[src/rtl/ex_mem_stage_if.sv]
// EX-to-MEM bus for the pipeline register: the EX-side inputs, the stall/flush
// controls and the registered MEM-side outputs, flags and halt status.
interface ex_mem_stage_if;
   logic        stall;
   logic        flush;
   logic        ex_valid;
   logic [3:0]  ex_opcode;
   logic [15:0] ex_alu_out;
   logic        ex_ovfl;
   logic [15:0] ex_store_data;
   logic [3:0]  ex_rd;
   logic        ex_reg_write;
   logic        ex_mem_read;
   logic        ex_mem_write;
   logic        mem_valid;
   logic [15:0] mem_alu_out;
   logic [15:0] mem_store_data;
   logic [3:0]  mem_rd;
   logic        mem_reg_write;
   logic        mem_mem_read;
   logic        mem_mem_write;
   logic [2:0]  flags;
   logic        halted;

   // The pipeline stage itself
   modport slave (
      input  stall, flush, ex_valid, ex_opcode, ex_alu_out, ex_ovfl,
             ex_store_data, ex_rd, ex_reg_write, ex_mem_read, ex_mem_write,
      output mem_valid, mem_alu_out, mem_store_data, mem_rd, mem_reg_write,
             mem_mem_read, mem_mem_write, flags, halted
   );

   // The execute stage / hazard controller driving it
   modport master (
      output stall, flush, ex_valid, ex_opcode, ex_alu_out, ex_ovfl,
             ex_store_data, ex_rd, ex_reg_write, ex_mem_read, ex_mem_write,
      input  mem_valid, mem_alu_out, mem_store_data, mem_rd, mem_reg_write,
             mem_mem_read, mem_mem_write, flags, halted
   );
endinterface

[src/rtl/ex_mem_stage.sv]
// EX/MEM pipeline register with the architectural {Z,V,N} flag register and
// the sticky halt latch; supports stall (hold), flush (bubble) and halt freeze.
module ex_mem_stage (
   input  logic          clk,
   input  logic          rst_n,
   ex_mem_stage_if.slave bus
);
   localparam logic [3:0] OP_ADD = 4'b0000;
   localparam logic [3:0] OP_SUB = 4'b0001;
   localparam logic [3:0] OP_XOR = 4'b0010;
   localparam logic [3:0] OP_SLL = 4'b0100;
   localparam logic [3:0] OP_SRA = 4'b0101;
   localparam logic [3:0] OP_ROR = 4'b0110;
   localparam logic [3:0] OP_HLT = 4'b1111;

   logic        valid_reg;
   logic [15:0] alu_out_reg;
   logic [15:0] store_data_reg;
   logic [3:0]  rd_reg;
   logic        reg_write_reg;
   logic        mem_read_reg;
   logic        mem_write_reg;
   logic [2:0]  flags_reg;
   logic        halted_reg;

   logic cap;
   logic real_cap;
   logic res_zero;

   // Halt freezes the stage just like a permanent stall
   assign cap      = !bus.stall && !halted_reg;
   assign real_cap = cap && !bus.flush && bus.ex_valid;
   assign res_zero = (bus.ex_alu_out == 16'h0000);

   always_ff @(posedge clk) begin
      if (!rst_n) begin
         valid_reg      <= 1'b0;
         alu_out_reg    <= 16'h0000;
         store_data_reg <= 16'h0000;
         rd_reg         <= 4'h0;
         reg_write_reg  <= 1'b0;
         mem_read_reg   <= 1'b0;
         mem_write_reg  <= 1'b0;
         flags_reg      <= 3'b000;
         halted_reg     <= 1'b0;
      end else if (cap) begin
         if (bus.flush) begin
            valid_reg      <= 1'b0;
            alu_out_reg    <= 16'h0000;
            store_data_reg <= 16'h0000;
            rd_reg         <= 4'h0;
            reg_write_reg  <= 1'b0;
            mem_read_reg   <= 1'b0;
            mem_write_reg  <= 1'b0;
         end else begin
            valid_reg      <= bus.ex_valid;
            alu_out_reg    <= bus.ex_alu_out;
            store_data_reg <= bus.ex_store_data;
            rd_reg         <= bus.ex_rd;
            // Controls of an invalid slot must never reach MEM
            reg_write_reg  <= bus.ex_reg_write & bus.ex_valid;
            mem_read_reg   <= bus.ex_mem_read & bus.ex_valid;
            mem_write_reg  <= bus.ex_mem_write & bus.ex_valid;
         end

         if (real_cap) begin
            case (bus.ex_opcode)
               OP_ADD, OP_SUB:
                  flags_reg <= {res_zero, bus.ex_ovfl, bus.ex_alu_out[15]};
               OP_XOR, OP_SLL, OP_SRA, OP_ROR:
                  flags_reg[2] <= res_zero;
               default: ;
            endcase
            if (bus.ex_opcode == OP_HLT)
               halted_reg <= 1'b1;
         end
      end
   end

   assign bus.mem_valid      = valid_reg;
   assign bus.mem_alu_out    = alu_out_reg;
   assign bus.mem_store_data = store_data_reg;
   assign bus.mem_rd         = rd_reg;
   assign bus.mem_reg_write  = reg_write_reg;
   assign bus.mem_mem_read   = mem_read_reg;
   assign bus.mem_mem_write  = mem_write_reg;
   assign bus.flags          = flags_reg;
   assign bus.halted         = halted_reg;
endmodule
[src/flat_wrapper.sv]
// flat-port wrapper written by rule: the top's interface ports become plain ports
module ex_mem_stage_flat 
  (clk, rst_n, bus_stall, bus_flush, bus_ex_valid, bus_ex_opcode, bus_ex_alu_out, bus_ex_ovfl, bus_ex_store_data, bus_ex_rd, bus_ex_reg_write, bus_ex_mem_read, bus_ex_mem_write, bus_mem_valid, bus_mem_alu_out, bus_mem_store_data, bus_mem_rd, bus_mem_reg_write, bus_mem_mem_read, bus_mem_mem_write, bus_flags, bus_halted);
  ex_mem_stage_if bus_i ();
  input  logic clk;
  input  logic rst_n;
  input wire logic [$bits(bus_i.stall)-1:0] bus_stall;
  input wire logic [$bits(bus_i.flush)-1:0] bus_flush;
  input wire logic [$bits(bus_i.ex_valid)-1:0] bus_ex_valid;
  input wire logic [$bits(bus_i.ex_opcode)-1:0] bus_ex_opcode;
  input wire logic [$bits(bus_i.ex_alu_out)-1:0] bus_ex_alu_out;
  input wire logic [$bits(bus_i.ex_ovfl)-1:0] bus_ex_ovfl;
  input wire logic [$bits(bus_i.ex_store_data)-1:0] bus_ex_store_data;
  input wire logic [$bits(bus_i.ex_rd)-1:0] bus_ex_rd;
  input wire logic [$bits(bus_i.ex_reg_write)-1:0] bus_ex_reg_write;
  input wire logic [$bits(bus_i.ex_mem_read)-1:0] bus_ex_mem_read;
  input wire logic [$bits(bus_i.ex_mem_write)-1:0] bus_ex_mem_write;
  output wire logic [$bits(bus_i.mem_valid)-1:0] bus_mem_valid;
  output wire logic [$bits(bus_i.mem_alu_out)-1:0] bus_mem_alu_out;
  output wire logic [$bits(bus_i.mem_store_data)-1:0] bus_mem_store_data;
  output wire logic [$bits(bus_i.mem_rd)-1:0] bus_mem_rd;
  output wire logic [$bits(bus_i.mem_reg_write)-1:0] bus_mem_reg_write;
  output wire logic [$bits(bus_i.mem_mem_read)-1:0] bus_mem_mem_read;
  output wire logic [$bits(bus_i.mem_mem_write)-1:0] bus_mem_mem_write;
  output wire logic [$bits(bus_i.flags)-1:0] bus_flags;
  output wire logic [$bits(bus_i.halted)-1:0] bus_halted;
  assign bus_i.stall = bus_stall;
  assign bus_i.flush = bus_flush;
  assign bus_i.ex_valid = bus_ex_valid;
  assign bus_i.ex_opcode = bus_ex_opcode;
  assign bus_i.ex_alu_out = bus_ex_alu_out;
  assign bus_i.ex_ovfl = bus_ex_ovfl;
  assign bus_i.ex_store_data = bus_ex_store_data;
  assign bus_i.ex_rd = bus_ex_rd;
  assign bus_i.ex_reg_write = bus_ex_reg_write;
  assign bus_i.ex_mem_read = bus_ex_mem_read;
  assign bus_i.ex_mem_write = bus_ex_mem_write;
  assign bus_mem_valid = bus_i.mem_valid;
  assign bus_mem_alu_out = bus_i.mem_alu_out;
  assign bus_mem_store_data = bus_i.mem_store_data;
  assign bus_mem_rd = bus_i.mem_rd;
  assign bus_mem_reg_write = bus_i.mem_reg_write;
  assign bus_mem_mem_read = bus_i.mem_mem_read;
  assign bus_mem_mem_write = bus_i.mem_mem_write;
  assign bus_flags = bus_i.flags;
  assign bus_halted = bus_i.halted;
  ex_mem_stage u_core (.clk(clk), .rst_n(rst_n), .bus(bus_i));
endmodule
[config.mk]
export PLATFORM = sky130hd
export DESIGN_NAME = ex_mem_stage_flat
export DESIGN_NICKNAME = d
export VERILOG_FILES = /design/src/rtl/ex_mem_stage_if.sv /design/src/rtl/ex_mem_stage.sv /design/src/flat_wrapper.sv
export SDC_FILE = /design/constraint.sdc
export NUM_CORES = 1
export LEC_CHECK = 0
export CORE_UTILIZATION = 35
export DETAILED_ROUTE_END_ITERATION = 8
export PLACE_DENSITY = 0.75
export SYNTH_ARGS = -nofsm -noshare
export SYNTH_HDL_FRONTEND = slang
export SYNTH_SLANG_ARGS = --single-unit
[constraint.sdc]
create_clock -name clk -period 1.4 [get_ports clk]
set_clock_uncertainty 0.05 [all_clocks]
set_input_delay 0.21 -clock clk [delete_from_list [all_inputs] [get_ports clk]]
set_output_delay 0.21 -clock clk [all_outputs]
set_load 0.02 [all_outputs]
==> metrics.txt <==
Area after DPL 0.00288 mm²; post-synth cell types 25; CTS root buf clkbuf_8; initial antenna violation count 0; CP peak stage delay 0.56 ns; hold bufs inserted after CTS 0; first-pass GRT wire length 7.95 mm; Worst EP arrival 1.43 ns; count of final max-slew check failures 0; Initial Util 0.373; Max Fclk 0.769 GHz; initial DRC count 58; Critical Path Start Type register; worst slew pin tran 0.302 ns; largest net degree at the start of global routing 28; vias in the first global route 1738; Mapped Nets 252; reg2reg path depth 3; TritonCTS buffer count 5; most frequent cells in the layout clkdlybuf4s50_1, dlygate4sd2_1, dfxtp_1; gpl congestion 0.835; hold-critical path depth 4; Post-Route WL 4.77 mm; setup TNS 0 ns; Detail Route Antenna Nets 0; unrepaired setup endpoints after global routing no; multi-input logic area 810 µm²; outcome complete, no violations; CTS H-Tree Depth 2; R2R Path End u_core.bus.flags[0]$_SDFFE_PN0P_; Worst Hold Class in2reg; filler instances 467; Switching Share 0.238; peak supply drop 468 µV; WS Path Type reg2reg; Max-slew headroom 0.798; Gate power share 0.169; Clk Latency, worst-skew pair 0.29 ns; Design Area, Final 0.00294 mm²; Final Hold Fails 0; die area 0.00543 mm²; Crit Path Max Fanout 6; CP max-delay cell or4b_1; Clock Power Share 0.348; remaining global-route overflow 0; Pwr per Cell Area 925 mW/mm²; crit end category register; CTS tree done; Hold EP u_core.bus.flags[0]$_SDFFE_PN0P_; synth warn 0; core area 0.00482 mm²; area of the mapped netlist 0.00180 mm²; share of layout cells above drive strength 1 0.116; Remaining DRCs 0; Nets 359; WL/cell 12.6 µm; Die Height 73.7 µm; sw power 646 µW; Crit path max-delay family simple AND/OR/NAND/NOR gates; HP Start bus_flush; WP buf/inv 0; Pre-antenna DRT Iters 4; register area 882 µm²; Vias/cell 4.74; commonest non-fill, non-tap cell in the layout clkdlybuf4s50_1; sequential share of the synthesized area 0.490; via count 1792; antenna cells 0; Ports 93; Clock Path Buffers 2; # Max-Cap Violations 0; Row Count 25; setup violators final 0; Int Pwr 2.07 mW; Tot GR Track Use 0.191; CTS clock-pin slew for the worst setup and hold paths 0.08 ns; Reg2Reg Launch Point u_core.bus.halted$_SDFFE_PN0P_; final period demand of the worst path 1.30 ns; IO buf count 92; dpl hpwl 3.52 mm; postcts setup bufs 0; Worst EP required 1.53 ns; Mapped Avg Cell Area 8.86 µm²; leakage power 1.27 nW; Horiz. Die Dim 73.7 µm; clock sinks 44; register bit total from synthesis 44; sequential power share 0.483; Post-Syn Instances 203; area grow syn2layout 63.5%; reg-to-reg slack, setup 0.1 ns; final worst path period share 0.929; CP Cell Sequence or4b_1 -> o21ai_1 -> a21oi_1
area by class of cell:
type,instances,share of cell area
flip-flops and latches,44,0.300
multi-input cells,142,0.275
well taps,67,0.0285
inverters,1,0.00128
clock inverters,2,0.0119
clock buffers,6,0.0247
repair buffers,116,0.358
synth_stat cells (all sizes together):
| master | instances | area, µm² |
|---|---|---|
| clkinv | 1 | 3.75 |
| a22oi | 3 | 22.5 |
| dlygate4sd1 | 3 | 26.3 |
| nand3 | 3 | 15.0 |
| nor2 | 7 | 33.8 |
| nor4 | 2 | 12.5 |
| clkbuf | 4 | 15.0 |
| nand2 | 37 | 139 |
| o21ai | 2 | 10.0 |
| nand4 | 1 | 12.5 |
| dfxtp | 44 | 881 |
| o21bai | 1 | 7.51 |
| nor3 | 2 | 10.0 |
| or3 | 1 | 6.26 |
| a21oi | 42 | 210 |
| or4b | 1 | 10.0 |
| buf | 9 | 65.1 |
| or2 | 1 | 6.26 |
| and4 | 1 | 8.76 |
| nor4b | 2 | 32.5 |
| nand3b | 36 | 270 |
kinds of logic (layout without fill, tap and decap cells):
logic type | after synthesis | count (layout) | synth area share
compound gates | 48 | 48 | 0.139
simple gates | 94 | 94 | 0.310
buf+inv | 17 | 125 | 0.0612
flops | 44 | 44 | 0.490
per-layer routing:
layer  global-route usage  up-vias  part of all wire
met5                    0        -                 0
met4               0.0556        0            0.0092
met3               0.0549        4             0.061
met2                0.320       59              0.47
met1                0.237      809              0.46
li1                     -      920                 -
power by group through the flow:
stage               registers [mW]  logic (mW)  clock network [mW]
global route                  1.32       0.498                1.04
CTS                           1.31       0.463               0.973
floorplan                     1.40       0.148                   0
detailed placement            1.34       0.490                   0
finish                        1.31       0.459               0.947
global placement              1.34       0.488                   0
worst max path at each step:
stage | startpoint | end | slack [ns] | cells after the start
4_1_cts | u_core.bus.halted$_SDFFE_PN0P_ | bus_halted | -0.005 | 1
3_3_place_gp | bus_stall | u_core.bus.mem_alu_out[1]$_SDFFE_PN0N_ | -0.25 | 5
2_1_floorplan | u_core.bus.halted$_SDFFE_PN0P_ | u_core.bus.flags[0]$_SDFFE_PN0P_ | 0.03 | 3
5_1_grt | u_core.bus.halted$_SDFFE_PN0P_ | u_core.bus.flags[0]$_SDFFE_PN0P_ | 0.01 | 3
6_report | u_core.bus.halted$_SDFFE_PN0P_ | u_core.bus.flags[0]$_SDFFE_PN0P_ | 0.1 | 3
3_5_place_dp | bus_stall | u_core.bus.mem_store_data[6]$_SDFFE_PN0N_ | -0.33 | 5
worst register-to-register path, cell delays in order (launching register included):
cell and delay (ns):
dfxtp_2 0.37, or4b_1 0.56, o21ai_1 0.15, a21oi_1 0.07
per-stage QoR:
stage / setup slack, ns / instances / util / hold slack, ns / total power, mW
final: 0.0996 / 378 / 0.610 / 0.400 / 2.72
after global routing: 0.0127 / 378 / 0.610 / 0.420 / 2.85
after CTS: -0.00476 / 378 / 0.609 / 0.403 / 2.75
after detailed placement: -0.326 / 370 / 0.597 / 0.395 / 1.83
after global placement: -0.251 / 370 / 0.597 / 0.387 / 1.83
after floorplan: 0.0277 / 203 / - / 0.308 / 1.55
timing repair:
action,4_1_cts,5_1_grt
resized for setup,46,3
setup endpoints to repair,46,4
pin swaps,0,1
No activity file was read; power rests on OpenSTA's default activity.
